`config.mk`:
```
export PLATFORM = sky130hd
export DESIGN_NAME = signal_indicator_mc
export DESIGN_NICKNAME = d
export VERILOG_FILES = /design/src/rtl/signal_indicator_pkg.sv /design/src/rtl/signal_indicator_ch.sv /design/src/rtl/signal_indicator_mc.sv
export SDC_FILE = /design/constraint.sdc
export NUM_CORES = 1
export LEC_CHECK = 0
export BUFFER_PORTS_ARGS = -buffer_cell sky130_fd_sc_hd__buf_4
export CORE_MARGIN = 4
export CORE_UTILIZATION = 62
export DETAILED_ROUTE_END_ITERATION = 8
export GPL_TIMING_DRIVEN = 1
export PLACE_DENSITY_LB_ADDON = 0.05
export SLEW_MARGIN = 20
export SYNTH_ARGS = -nofsm -noshare
export SYNTH_HDL_FRONTEND = slang
export SYNTH_SLANG_ARGS = --single-unit
```
`constraint.sdc`:
```
create_clock -name clk -period 3.8 [get_ports clk]
set_clock_uncertainty 0.15 [all_clocks]
set_input_delay 0.38 -clock clk [delete_from_list [all_inputs] [get_ports clk]]
set_output_delay 0.38 -clock clk [all_outputs]
set_load 0.05 [all_outputs]
```
`src/rtl/signal_indicator_pkg.sv`:
```
// Shared types and sizing helpers for the multi-channel activity indicator.
package signal_indicator_pkg;

  typedef enum logic [1:0] {SI_IDLE, SI_QUAL, SI_ACTIVE} si_state_t;

  function automatic int si_cnt_w(input int c_max);
    return $clog2(c_max + 1);
  endfunction

endpackage

```
`src/rtl/signal_indicator_ch.sv`:
```
// One channel: synchroniser, edge detect, qualify/timeout FSM, sticky loss flag.
// Edge reaches the FSM SYNC_STAGES+1 clocks after an input change; all outputs registered.
module signal_indicator_ch
  import signal_indicator_pkg::*;
#(
  parameter int C_MAX       = 10_000,
  parameter int MIN_EDGES   = 1,
  parameter int SYNC_STAGES = 2
) (
  input  logic clk,
  input  logic reset,
  input  logic in,
  input  logic en,
  input  logic clr_lost,
  output logic active,
  output logic gained,
  output logic lost,
  output logic lost_sticky
);

  localparam int TW = si_cnt_w(C_MAX);
  localparam int EW = si_cnt_w(MIN_EDGES);
  localparam logic [TW-1:0] TCNT_MAX  = TW'(C_MAX);
  localparam logic [TW-1:0] TCNT_ONE  = TW'(1);
  localparam logic [EW-1:0] ECNT_ONE  = EW'(1);
  localparam logic [EW-1:0] ECNT_SAT  = EW'(MIN_EDGES);
  localparam logic [EW:0]   ECNT_QUAL = (EW+1)'(MIN_EDGES);

  logic [SYNC_STAGES-1:0] r_sync;
  logic                   r_hist;
  si_state_t              r_state;
  logic [TW-1:0]          r_tcnt;
  logic [EW-1:0]          r_ecnt;
  logic                   r_active;
  logic                   r_gained;
  logic                   r_lost;
  logic                   r_lost_sticky;

  logic          w_edge;
  logic          w_tcnt_last;
  logic          w_timeout;
  logic [EW:0]   w_ecnt_inc;
  logic [EW-1:0] w_ecnt_sat;

  // The synchroniser and history flop ignore en so re-enabling never sees a stale edge.
  always_ff @(posedge clk or posedge reset) begin
    if (reset) begin
      r_sync <= '0;
      r_hist <= 1'b0;
    end else begin
      r_sync <= {r_sync[SYNC_STAGES-2:0], in};
      r_hist <= r_sync[SYNC_STAGES-1];
    end
  end

  assign w_edge      = r_sync[SYNC_STAGES-1] ^ r_hist;
  assign w_tcnt_last = (r_tcnt == TCNT_ONE);
  assign w_timeout   = en && (r_state == SI_ACTIVE) && !w_edge && w_tcnt_last;
  assign w_ecnt_inc  = {1'b0, r_ecnt} + 1'b1;
  assign w_ecnt_sat  = (r_ecnt == ECNT_SAT) ? r_ecnt : w_ecnt_inc[EW-1:0];

  always_ff @(posedge clk or posedge reset) begin
    if (reset) begin
      r_state  <= SI_IDLE;
      r_tcnt   <= '0;
      r_ecnt   <= '0;
      r_active <= 1'b0;
      r_gained <= 1'b0;
      r_lost   <= 1'b0;
    end else begin
      r_gained <= 1'b0;
      r_lost   <= 1'b0;
      if (!en) begin
        r_state  <= SI_IDLE;
        r_tcnt   <= '0;
        r_ecnt   <= '0;
        r_active <= 1'b0;
      end else begin
        case (r_state)
          SI_IDLE: begin
            if (w_edge) begin
              r_tcnt <= TCNT_MAX;
              r_ecnt <= ECNT_ONE;
              if (MIN_EDGES == 1) begin
                r_state  <= SI_ACTIVE;
                r_active <= 1'b1;
                r_gained <= 1'b1;
              end else begin
                r_state <= SI_QUAL;
              end
            end
          end
          SI_QUAL: begin
            if (w_edge) begin
              r_tcnt <= TCNT_MAX;
              r_ecnt <= w_ecnt_sat;
              if (w_ecnt_inc == ECNT_QUAL) begin
                r_state  <= SI_ACTIVE;
                r_active <= 1'b1;
                r_gained <= 1'b1;
              end
            end else begin
              r_tcnt <= r_tcnt - TCNT_ONE;
              if (w_tcnt_last) begin
                r_state <= SI_IDLE;
                r_ecnt  <= '0;
              end
            end
          end
          SI_ACTIVE: begin
            if (w_edge) begin
              r_tcnt <= TCNT_MAX;
            end else begin
              r_tcnt <= r_tcnt - TCNT_ONE;
              if (w_tcnt_last) begin
                r_state  <= SI_IDLE;
                r_ecnt   <= '0;
                r_active <= 1'b0;
                r_lost   <= 1'b1;
              end
            end
          end
          default: begin
            r_state  <= SI_IDLE;
            r_tcnt   <= '0;
            r_ecnt   <= '0;
            r_active <= 1'b0;
          end
        endcase
      end
    end
  end

  // Set is honoured both on the timeout edge and while lost is visible, so a clear
  // coinciding with either never swallows a fresh loss.
  always_ff @(posedge clk or posedge reset) begin
    if (reset) begin
      r_lost_sticky <= 1'b0;
    end else if (w_timeout || r_lost) begin
      r_lost_sticky <= 1'b1;
    end else if (clr_lost) begin
      r_lost_sticky <= 1'b0;
    end
  end

  assign active      = r_active;
  assign gained      = r_gained;
  assign lost        = r_lost;
  assign lost_sticky = r_lost_sticky;

endmodule

```
`src/rtl/signal_indicator_mc.sv`:
```
// N_CH independent activity indicators plus an any-active summary.
// any_active is a pure OR of the registered per-channel active bits.
module signal_indicator_mc
  import signal_indicator_pkg::*;
#(
  parameter int N_CH        = 4,
  parameter int C_MAX       = 10_000,
  parameter int MIN_EDGES   = 1,
  parameter int SYNC_STAGES = 2
) (
  input  logic            clk,
  input  logic            reset,
  input  logic [N_CH-1:0] in,
  input  logic [N_CH-1:0] en,
  input  logic [N_CH-1:0] clr_lost,
  output logic [N_CH-1:0] active,
  output logic [N_CH-1:0] gained,
  output logic [N_CH-1:0] lost,
  output logic [N_CH-1:0] lost_sticky,
  output logic            any_active
);

  if (N_CH < 1 || C_MAX < 1 || MIN_EDGES < 1 || SYNC_STAGES < 2) begin : g_param_check
    $error("signal_indicator_mc: N_CH, C_MAX, MIN_EDGES must be >=1 and SYNC_STAGES >=2");
  end

  for (genvar g = 0; g < N_CH; g++) begin : g_ch
    signal_indicator_ch #(
      .C_MAX      (C_MAX),
      .MIN_EDGES  (MIN_EDGES),
      .SYNC_STAGES(SYNC_STAGES)
    ) u_ch (
      .clk        (clk),
      .reset      (reset),
      .in         (in[g]),
      .en         (en[g]),
      .clr_lost   (clr_lost[g]),
      .active     (active[g]),
      .gained     (gained[g]),
      .lost       (lost[g]),
      .lost_sticky(lost_sticky[g])
    );
  end

  assign any_active = |active;

endmodule

```
==> Yosys cells after proc, flatten, opt, wreduce, memory -nomap -nowiden <==
Cells that the tools add are included.
Widths: inputs -> output; s select.
{ "classes": {"add_sub_neg": 8, "mux": 140, "reduce_logical": 45, "bitwise": 4, "n_eq_ne": 40} }
{ "op_table": {"columns": ["op", "n"], "rows": [
  ["$mux 14", 12],
  ["$pmux 14 s2", 4],
  ["$mux 1", 84],
  ["$eq 14x1->1 const B", 4],
  ["$sub 14x1->14 const B", 4],
  ["$mux 2", 24],
  ["$ne 3x2->1 const B", 16],
  ["$pmux 1 s3", 8],
  ["$pmux 2 s3", 4],
  ["$reduce_and 5->1", 4],
  ["$eq 2x1->1 const B", 8],
  ["$ne 4x4->1 const B", 4],
  ["$logic_and 1x1->1", 12],
  ["$ne 3x3->1 const B", 4],
  ["$reduce_and 3->1", 4],
  ["$add 1x1->2 const B", 4],
  ["$eq 2x2->1 const B", 4],
  ["$logic_not 2->1", 4],
  ["$pmux 1 s2", 4],
  ["$reduce_and 2->1", 4],
  ["$reduce_bool 2->1", 4],
  ["$reduce_or 2->1", 4],
  ["$logic_not 1->1", 4],
  ["$logic_or 1x1->1", 4],
  ["other kinds (2)", 5]
]} }
{ "totals": {"output_inout_bits": 17, "wordCells": 273, "register_bits": 96} }

==> Longest topological paths before layout <==
{ "depth": {"ltp_word": 6, "ltp_mapped": 7, "mapped_depth_nobuf": 6} }

==> Hierarchy <==
From an unflattened synthesis, not the netlist that was laid out.
{ "unflattened": {"hier_cells": 598, "hier_area_um2": 5571.6} }
{ "modules_own_cells": {"columns": ["module", "area_per_inst_um2", "n_inst", "cells_per_inst"], "rows": [
  ["signal_indicator_ch at g_ch[1].u_ch ...", 1372.6, 2, 148],
  ["signal_indicator_ch at g_ch[0].u_ch", 1446.4, 1, 151],
  ["signal_indicator_ch at g_ch[3].u_ch", 1372.6, 1, 150],
  ["signal_indicator_mc", 7.5, 1, 1]
]} }

==> Worst setup path before layout <==
No wires, ideal clock.
{ "synth_path": {"kind": "register to register", "start": "register g_ch[1].u_ch.r_tcnt[0]", "end": "register g_ch[1].u_ch.r_tcnt[12]", "path_slack_ps": 1438, "stages_incl_launch_ff": 7, "n_path_buf": 1, "synth_period_minus_slack_ps": 2362, "required_ps": 3572, "arrival_ps": 2134, "cell_sequence": "dfrtp_1 > inv_1 > ha_1 > or4b_2 > buf_2 > or4b_2 > a21oi_1"} }
{ "synth_between": {"elab_chain_cells": 4} }
{ "synth_rtl": {"columns": ["element", "line_no", "text"], "rows": [
  ["start, declared", "signal_indicator_ch.sv:32", "logic [TW-1:0] r_tcnt;"],
  ["start signal, assigned", "signal_indicator_ch.sv:103", "r_tcnt <= r_tcnt - TCNT_ONE;"],
  ["start signal, assigned", "signal_indicator_ch.sv:114", "r_tcnt <= r_tcnt - TCNT_ONE;"],
  ["$sub 14x1->14", "signal_indicator_ch.sv:103, signal_indicator_ch.sv:114", null],
  ["$mux 14", "signal_indicator_ch.sv:94, signal_indicator_ch.sv:111", null],
  ["$pmux 14 s2", "signal_indicator_ch.sv:79", "case (r_state)"],
  ["$mux 14", "signal_indicator_ch.sv:73", "if (!en) begin"]
]} }
No other way between the ends.
A chain may end at the register's enable or synchronous reset.

==> Worst setup path in the final report <==
{ "layout_path": {"start": "register g_ch[3].u_ch.r_state[1]", "end": "register g_ch[3].u_ch.r_tcnt[13]"} }
{ "layout_between": {"elab_chain_cells": 4, "word_cells_on_any_way": 7, "classes_between": "3 x eq/ne; 2 x mux; 2 x reduce/logical"} }
{ "layout_rtl": {"columns": ["element", "line_no", "text"], "rows": [
  ["start, declared", "signal_indicator_ch.sv:31", "si_state_t r_state;"],
  ["start signal, assigned", "signal_indicator_ch.sv:64", "r_state <= SI_IDLE;"],
  ["start signal, assigned", "signal_indicator_ch.sv:74", "r_state <= SI_IDLE;"],
  ["start signal, assigned", "signal_indicator_ch.sv:85", "r_state <= SI_ACTIVE;"],
  ["$eq 2x1->1 or $eq 2x2->1 (tied branches)", "signal_indicator_ch.sv:79", null],
  ["$reduce_or 2->1 (no source line)", null, null],
  ["$pmux 14 s2", "signal_indicator_ch.sv:79", null],
  ["$mux 14", "signal_indicator_ch.sv:73", null],
  ["end signal, assigned", "signal_indicator_ch.sv:103", null],
  ["end signal, assigned", "signal_indicator_ch.sv:114", null],
  ["end, declared", "signal_indicator_ch.sv:32", null]
]} }
Parallel ways exist; a longest one is shown, timed or not.

==> summary.txt <==
STA
  – Setup violators final: 0
  – Relative max-transition margin: 35.7%
  – Setup_tns: 0 ns
  – Final WS setup: 1.27 ns
  – Final hold vios: 0
  – RSZ-0062 raised after global routing: no
  – FMAX: 396 MHz
  – Worst slew pin tran: 0.956 ns
  – Max-slew violation count: 0
  – Final period utilization: 66.5%
  – Tmin final: 2.53 ns

Placed design
  – Pre-CTS setup slack: 1.28 ns
  – Global placement routability congestion: 0.923
  – I/O Buffers: 30
  – Final HPWL DP: 8.12 mm
  – Dpl cells: 699

Clock network
  – Post-CTS resize count: 0
  – Worst-case clock buffer depth: 2
  – Clock Pin Slew Worst Setup and Hold Paths: 0.10 ns
  – Clk Latency, worst-skew pair: 0.36 ns
  – Cts bufs inserted: 9
  – CTS sink count: 96
  – Post-CTS setup buffer count: 0
  – Clock root buffer: clkbuf_8
  – CTS tree: built
  – Post-CTS Hold Buffers: 4
  – H-tree levels: 3

Routing
  – Avg WL per Cell: 16.2 µm
  – Drt first pass iters: 5
  – Via Count: 4480
  – DRC: 0
  – Total Wirelength: 11.6 mm
  – DR iter-0 viols: 181
  – Number of vias per cell: 6.24
  – Final ANT Viol Nets: 0

Power
  – P_leak: 0.00281 µW
  – PD cells: 684 nW/µm²
  – Maximum VDD drop: 0.359 mV
  – Total power draw: 4120 µW

Cells and area
  – Synth-to-Final Area Change: 8.45%
  – Cell Count, Final, Fillers Out: 718
  – Share of cells above drive strength 1: 11.0%
  – N_diodes: 0
  – Post-layout nets: 644
  – Number of fill cells: 713

Synthesis
  – FF+latch count, synth: 96
  – Synth Area in Adders: 5.41%
  – Netlist cell types: 66
  – Post-synthesis simple-gate area fraction: 19.4%
  – Async set-reset flop share out of synthesis: 100%
  – Fraction of synthesized cell area in xor and xnor cells: 4.89%
  – Gate Count Post-Synth: 589
  – YS warnings: 0
  – Post-synth EDFFs: 0
  – Multiplexer share of the synthesized area: 0.947%
  – Yosys top cell by area: dfrtp_1
  – Compound-Gate Fraction of Synth Area: 20.5%
  – Syn avg cell area: 9.43 µm²
  – Sequential share of the synthesized area: 43.3%
  – Yosys top cell area share: 43.3%
  – Mapped Nets: 627
  – Ys flop type: dfrtp_1
  – Cell Area, Synth: 5550 µm²
  – Top cells by area, synth: dfrtp_1 (43%), ha_1 (5.4%), nor2_1 (3.9%), a21oi_1 (3.2%), xor2_1 (3.2%)
  – Main combinational cell family by area after synthesis: compound AO/OA/AOI/OAI gates

Floorplan
  – I/O pin total: 31
  – # rows: 34
  – Chip height: 103 µm
  – Starting Density: 63.7%
  – Die Wd: 103 µm
  – Die area: 10500 µm²
  – Core area: 8720 µm²

Critical path
  – Crit Path Max Fanout: 14
  – Crit-path most repeated cell: inv_1
  – Bufs and invs on worst path: 2
  – WP data arrival: 2.66 ns
  – CP Class: reg2reg
  – CP Data Required Time: 3.93 ns
  – Crit-path cells: inv_1 > ha_1 > inv_1 > nor3_1 > a22oi_1 > o211ai_1
  – CP max stage delay: 0.81 ns
  – Slowest stage cell, crit path: nor3_1
  – Launch point of the worst path: g_ch[3].u_ch.r_state[1]
  – Reg2reg start: g_ch[3].u_ch.r_state[1]
  – Setup crit end kind: flop
  – Critical Path Source Type: flop
  – Top Family by Delay on Critical Path: simple AND/OR/NAND/NOR gates

Flow run
  – Max Cap Viol: 0

GRT
  – Initial antenna violation count: 0
  – Largest net degree at the start of global routing: 74
  – Global-route wire length before repair: 20.1 mm
  – GR Overflow Total: 0
  – Global Route Usage Sum: 23.4%
  – Number of global-route vias before repair: 4259

Worst hold path
  – Worst hold-check path type: in2async

Status
  – Status: completed
-- routing by layer --
metal  GRT usage (%)  share of wire, %
met1            33.8                47
met2            37.2                47
met3            2.77               4.5
met4            7.16               1.1
met5               0                 0
-- placed cells by master (no fill, tap or decap), types with 4 or more instances in the layout --
master	netlist	routed
dfrtp_1	96	96
a21o_1	9	9
or4_1	7	7
nor3_1	21	21
xor2_1	20	20
nand2b_1	9	9
nor2_1	57	57
o21a_1	4	4
nor4_1	15	15
a21oi_1	35	35
nor3b_1	4	4
a211oi_1	8	8
a211o_1	9	9
buf_4	16	34
ha_1	24	24
clkbuf_8	0	10
o21ai_0	34	34
nor2b_1	7	7
a31oi_1	4	4
or4b_2	4	4
o31ai_1	7	7
dlygate4sd3_1	0	4
or3_1	7	7
and3_1	5	5
a22o_1	7	7
nand3_1	12	12
xnor2_1	11	11
nand4_1	8	8
o211ai_1	10	10
o31a_1	5	5
a311oi_1	4	4
nand2_1	24	24
inv_1	34	33
and4_1	4	4
-- logic make-up after synthesis --
kind of cell	after synthesis
and+or+nand+nor	200
AOI/OAI and AO/OA	166
DFF	96
buffers and inverters	67
xor gates and xnor gates	31
adders and majority gates	24
muxes	5
-- worst reg2reg max path, stage by stage (launching register included) --
cell and delay (ns):
dfrtp_1 0.43, inv_1 0.10, ha_1 0.42, inv_1 0.19, nor3_1 0.81, a22oi_1 0.22, o211ai_1 0.14
-- power breakdown --
group          internal, µW  total (µW)  switching [µW]
registers              1250        1500             255
logic                   768        1880            1120
clock network           385         734             349
total                  2400        4120            1720
-- metrics by stage --
step           area (µm²)  util, %  hold WS, ns
2_1_floorplan        5550        -        0.181
3_3_place_gp         5760     66.1        0.183
4_1_cts              6020     69.0       0.0858
5_1_grt              6020     69.0        0.128
6_report             6020     69.0       0.0471
3_5_place_dp         5760     66.1        0.186
-- registers in the layout, indices dropped and copies added, names as in the netlist --
| signal | flops |
|---|---|
| g_ch.u_ch.r_hist | 4 |
| g_ch.u_ch.lost_sticky | 4 |
| g_ch.u_ch.r_sync | 8 |
| g_ch.u_ch.r_tcnt | 56 |
| g_ch.u_ch.r_state | 8 |
| g_ch.u_ch.r_ecnt | 4 |
| g_ch.u_ch.active | 4 |
| g_ch.u_ch.lost | 4 |
| g_ch.u_ch.gained | 4 |
-- layout make-up --
cell class | count | area [µm²] | area share (%)
clock buffers | 10 | 138 | 2.29
clock inverters | 5 | 81.3 | 1.35
inverters | 35 | 134 | 2.22
multi-input cells | 426 | 2840 | 47.1
flip-flops and latches | 96 | 2400 | 39.9
well taps | 108 | 135 | 2.24
repair buffers | 38 | 295 | 4.90
-- Yosys cell counts, drive strengths merged (10+ instances only) --
cell    instances
clkbuf         14
o21ai          34
nand2          24
or4            10
nor3           21
nor2           57
xor2           20
nand3          12
ha             24
a21oi          35
inv            34
buf            18
dfrtp          96
o211ai         10
xnor2          11
or3            10
nor4           15
-- final timing paths --
kind | to | slack [ns] | cells after the start
min in group clk | g_ch[3].u_ch.lost_sticky | 0.15 | 3
max in group asynchronous | g_ch[0].u_ch.r_tcnt[4] | 2.60 | 3
hold reg to reg | g_ch[3].u_ch.r_sync[1] | 0.21 | 0
hold / removal | g_ch[1].u_ch.r_tcnt[9] | 0.05 | 2
setup reg to reg | g_ch[3].u_ch.r_tcnt[13] | 1.27 | 6
setup / recovery | g_ch[3].u_ch.r_tcnt[13] | 1.27 | 6
Power figures use the tool's default switching activity.
